--- src/rtl/vcmp_mask_packer_pkg.sv ---
// Shared SEW encodings and helpers for the compare-mask packer.
package vcmp_mask_packer_pkg;

    localparam logic [1:0] SEW_8  = 2'd0;
    localparam logic [1:0] SEW_16 = 2'd1;
    localparam logic [1:0] SEW_32 = 2'd2;
    localparam logic [1:0] SEW_64 = 2'd3;

    localparam int MASK_NBITS_WIDTH = 7;

    // Elements carried by one 64-bit beat: 8, 4, 2 or 1.
    function automatic logic [3:0] elems_per_beat(input logic [1:0] sew);
        return 4'd8 >> sew;
    endfunction

endpackage

--- src/rtl/vcmp_mask_extract.sv ---
// Gathers the per-element compare flags of one beat into the low bits of a byte.
// Latency: combinational. Backpressure: none.
module vcmp_mask_extract
    import vcmp_mask_packer_pkg::*;
(
    input  logic [63:0] in_vec,
    input  logic [1:0]  sew,
    output logic [7:0]  packed_flags,
    output logic [3:0]  n
);

    logic [5:0] idx;

    assign n = elems_per_beat(sew);

    always_comb begin
        packed_flags = '0;
        idx          = '0;
        for (int j = 0; j < 8; j++) begin
            idx = 6'(j << sew);
            if (4'(j) < n) begin
                packed_flags[j] = in_vec[idx];
            end
        end
    end

endmodule

--- src/rtl/vcmp_mask_packer.sv ---
// Packs per-beat compare flags into 64-bit mask words; output registered 1 cycle after the emitting beat.
// Backpressure: none, one beat accepted per cycle and at most one word emitted per cycle.
module vcmp_mask_packer
    import vcmp_mask_packer_pkg::*;
#(
    parameter int REQ_DATA_WIDTH = 64,
    parameter int REQ_ADDR_WIDTH = 32,
    parameter int SEW_WIDTH      = 2
) (
    input  logic                        clk,
    input  logic                        rst,
    input  logic [REQ_DATA_WIDTH-1:0]   in_vec,
    input  logic                        in_valid,
    input  logic [SEW_WIDTH-1:0]        in_sew,
    input  logic                        in_last,
    input  logic [REQ_ADDR_WIDTH-1:0]   in_addr,
    output logic [REQ_DATA_WIDTH-1:0]   out_vec,
    output logic                        out_valid,
    output logic [REQ_ADDR_WIDTH-1:0]   out_addr,
    output logic [MASK_NBITS_WIDTH-1:0] out_nbits
);

    localparam logic [0:0] ST_IDLE  = 1'b0;
    localparam logic [0:0] ST_ACCUM = 1'b1;

    logic [0:0]                  state;
    logic [63:0]                 acc;
    logic [6:0]                  ptr;
    logic [REQ_ADDR_WIDTH-1:0]   word_addr;

    logic [7:0]                  packed_flags;
    logic [3:0]                  n;
    logic [6:0]                  base_ptr;
    logic [63:0]                 base_acc;
    logic [6:0]                  ptr_next;
    logic [63:0]                 merged;
    logic [REQ_ADDR_WIDTH-1:0]   cur_addr;
    logic                        full;
    logic                        emit;
    logic [6:0]                  nbits;

    vcmp_mask_extract u_extract (
        .in_vec       (in_vec),
        .sew          (in_sew),
        .packed_flags (packed_flags),
        .n            (n)
    );

    // A first beat always starts a fresh word regardless of leftover registers.
    assign base_ptr = (state == ST_IDLE) ? 7'd0 : ptr;
    assign base_acc = (state == ST_IDLE) ? 64'd0 : acc;
    assign cur_addr = (state == ST_IDLE) ? in_addr : word_addr;

    assign ptr_next = base_ptr + {3'b000, n};
    assign merged   = base_acc | ({56'd0, packed_flags} << base_ptr);

    // >= rather than == so an illegal mid-instruction SEW change still flushes instead of wrapping.
    assign full  = (ptr_next >= 7'd64);
    assign emit  = full || in_last;
    assign nbits = full ? 7'd64 : ptr_next;

    always_ff @(posedge clk) begin
        if (rst) begin
            state     <= ST_IDLE;
            acc       <= '0;
            ptr       <= '0;
            word_addr <= '0;
            out_vec   <= '0;
            out_valid <= 1'b0;
            out_addr  <= '0;
            out_nbits <= '0;
        end else begin
            out_valid <= 1'b0;
            if (in_valid) begin
                state <= in_last ? ST_IDLE : ST_ACCUM;
                if (emit) begin
                    out_vec   <= merged;
                    out_nbits <= nbits;
                    out_addr  <= cur_addr;
                    out_valid <= 1'b1;
                    word_addr <= cur_addr + {{(REQ_ADDR_WIDTH-1){1'b0}}, 1'b1};
                    acc       <= '0;
                    ptr       <= '0;
                end else begin
                    acc       <= merged;
                    ptr       <= ptr_next;
                    word_addr <= cur_addr;
                end
            end
        end
    end

endmodule

--- config.mk ---
export PLATFORM = sky130hd
export DESIGN_NAME = vcmp_mask_packer
export DESIGN_NICKNAME = d
export VERILOG_FILES = /design/src/rtl/vcmp_mask_packer_pkg.sv /design/src/rtl/vcmp_mask_extract.sv /design/src/rtl/vcmp_mask_packer.sv
export SDC_FILE = /design/constraint.sdc
export NUM_CORES = 1
export LEC_CHECK = 0
export CORE_MARGIN = 4
export CORE_UTILIZATION = 48
export DETAILED_ROUTE_END_ITERATION = 8
export PLACE_DENSITY = 0.74
export SLEW_MARGIN = 15
export SYNTH_ARGS = -nofsm -noshare
export SYNTH_HDL_FRONTEND = slang
export SYNTH_SLANG_ARGS = --single-unit
--- constraint.sdc ---
create_clock -name clk -period 4.38 [get_ports clk]
set_clock_uncertainty 0.15 [all_clocks]
set_input_delay 0.657 -clock clk [delete_from_list [all_inputs] [get_ports clk]]
set_output_delay 0.657 -clock clk [all_outputs]
set_load 0.05 [all_outputs]
==> summary.txt <==
Run status
  • Status: complete, no violations

Logic synthesis
  • Ranking of synthesized cells by area: dfxtp_1, o21ai_0, nand2_1, mux2i_1, nor2_1
  • Sequential share of the synthesized area: between 30% and 40%
  • Yosys cell types: between 80 and 90
  • Top cell type's share of synthesized area: 37.7%
  • Post-synth EDFFs: 0
  • Area of the mapped netlist: between 10000 and 15000 um^2
  • Yosys top cell by area: dfxtp_1
  • #FFs+latches synth: 208
  • Asr flop ratio synth: 0%
  • Main synth FF type: dfxtp_1
  • Syn Nets: 1452
  • Average cell area after synthesis: 8.25 um^2
  • Mapped Cells: 1339
  • Ys Warns: 0

Detailed routing
  • Initial drt markers: 899
  • DR pass1 iterations: 5
  • DRC viols: 0
  • Routed via count: about 11000
  • Drt via density: 5.99
  • Total Wirelength: between 30000 and 40000 um
  • Routed wire per std cell: 18.9 um
  • Post-route ant nets: 0

Clocking
  • Post CTS Setup Buffer Count: 0
  • TritonCTS Buffers: 24
  • # hold bufs at CTS: 0
  • Clk root buf: clkbuf_16
  • Clock Path Buffers: 3
  • Skew-Pair Late Insertion Delay: between 500 and 600 ps
  • CTS tree: built
  • Htree depth: 1
  • Clk sinks: 208
  • Reg clk slew, reported paths: 60 ps
  • Post-CTS resize count: 0

Critical path
  • Worst path cell trace: clkdlybuf4s50_1 > inv_1 > ha_1 > buf_12 > nor2b_1 > mux4_2 > a2111oi_1 > buf_4 > o31ai_2 > mux2i_1 > buf_4 > nand2_1 > o31ai_1
  • CP Class: input pin to register
  • Startpoint type of the worst setup path: input pin
  • Worst path arrival time: 4360 ps
  • Buf+Inv Stages, Crit Path: 5
  • Critical Path End Type: register
  • Critical path depth: 13
  • Worst Reg2Reg Path Length in Cells: 11
  • Cell repeated most along the worst path: buf_4
  • Crit-path max FO: 12
  • CP peak stage delay: around 570 ps
  • CP top delay family: buffers and inverters
  • CP max-delay cell: mux2i_1
  • Req. time, crit path: 4640 ps

Final layout
  • Share of cells above drive strength 1: 13.8%
  • Nets: 1704
  • Most frequent cells in the layout: dfxtp_1, clkdlybuf4s50_1, nand2_1, nor2_1, o21ai_0
  • Final Non-Filler Cells: 1890
  • ANT cells: 0
  • Final Util: between 60% and 70%
  • Area Overhead vs Synth: 34.2%
  • Most common cell after layout, fill and taps aside: dfxtp_1

STA
  • Hold_ws: 300 ps
  • Pins over their slew limit: 0
  • RSZ-0062 raised after global routing: false
  • Slew headroom: 31.1%
  • Endpoints failing setup: 0
  • Fin. Hold Viols: 0
  • Setup TNS: 0 ps
  • Crit path time final: about 4100 ps
  • Final Cycle Share: 93.6%
  • Worst-margin pin slew: 1030 ps
  • Max Fclk: 0.244 GHz

Floorplan
  • Die width: 160 um
  • Core box area: 22600 um^2
  • Row Count: between 50 and 60
  • Die height: 160 um
  • Io pins: 206
  • Initial Utilization: 48.8%
  • Die area: ~26000 um^2

GRT
  • Vias in the first global route: 10987
  • GRT Total Usage: about 27%
  • Largest net degree at the start of global routing: 59
  • Global route total overflow: 0
  • Antenna violations before repair: 0
  • First-pass GRT wire length: 58000 um

Min path
  • Worst hold-check path type: register to register
  • Hold Path Depth: 2

Placed design
  • Port Buf Inserts: 196
  • DP Cell Count: 1850
  • Routability congestion estimate: between 0.9 and 1
  • Final HPWL DP: between 20000 and 30000 um

Pwr
  • Pleak: roughly 5.5 nW
  • Pwr dens: 336 nW/um^2
  • Final Total Pwr: 4.98 mW
  • VDD IR max: 0.242 mV

Run
  • Max cap viols: 0
-- Yosys cell counts (17+ instances only) --
library cell,number
xnor2_1,21
buf_2,20
nor2b_1,19
a21oi_1,92
nand2_1,155
nor2_1,134
inv_1,23
nand3_1,23
a221oi_1,22
clkbuf_1,68
mux2i_1,52
a211oi_1,42
dfxtp_1,208
nor3_1,27
o21ai_0,125
o22ai_1,17
-- cells by family (layout without fill, tap and decap cells) --
kind of cell,after synthesis,in the layout,share of synthesized area [%]
buf+inv,125,391,4.79
fa+ha+maj,11,11,1.31
simple gates,435,435,18.0
compound gates,447,447,26.9
flops,208,208,37.7
mux,78,78,8.48
xor+xnor,35,35,2.78
-- registers in the layout (all words and copies together), names as in the netlist --
| signal | count |
|---|---|
| out_vec | 64 |
| out_valid | 1 |
| ptr | 7 |
| out_addr | 32 |
| word_addr | 32 |
| out_nbits | 7 |
| state | 1 |
| acc | 64 |
-- per-layer routing --
| layer | global-route usage [%] | wire length, um |
|---|---|---|
| met5 | 0 | 0 |
| met4 | 7.50 | 814 |
| met3 | 3.74 | 2380 |
| met1 | 37.1 | 15600 |
| met2 | 44.7 | 17000 |
-- area by class of cell --
cell class	instances	area (um^2)
Tap cell	285	357
Timing Repair Buffer	327	3050
Sequential cell	208	4170
Clock buffer	33	676
Clock inverter	7	95.1
Fill cell	1909	7820
Multi-Input combinational cell	1006	6390
Inverter	24	90.1
-- power by group --
part,total (mW),switching (mW),internal [mW]
clock,1.97,0.780,1.19
combinational,0.981,0.573,0.408
sequential,2.03,0.0562,1.97
-- worst reg2reg max path: stages (launching register included) --
cell       delay (ps)
dfxtp_4           470
nand2_1           130
clkinv_1          290
ha_1              410
nor2b_1           130
o21ai_0           430
a2111o_1          300
o2111ai_2         220
nor3_1            410
mux2_2            380
a221oi_1          280
nor2_1             70
-- final timing paths --
check / startpoint / end / slack [ps]
setup / recovery: in_sew[1] / acc[63]$_SDFFE_PP0P_ / 280
hold / removal: acc[49]$_SDFFE_PP0P_ / acc[49]$_SDFFE_PP0P_ / 300
setup reg to reg: state$_SDFFE_PP0P_ / word_addr[11]$_SDFFE_PP0P_ / 590
hold reg to reg: acc[49]$_SDFFE_PP0P_ / acc[49]$_SDFFE_PP0P_ / 300
-- per-stage QoR --
step           worst slack, ps  cell area (um^2)
2_1_floorplan              218             11000
3_3_place_gp             -77.3             14100
3_5_place_dp              -164             14100
4_1_cts                    310             14800
5_1_grt                   95.4             14800
6_report                   281             14800
No activity file was read; power rests on OpenSTA's default activity.
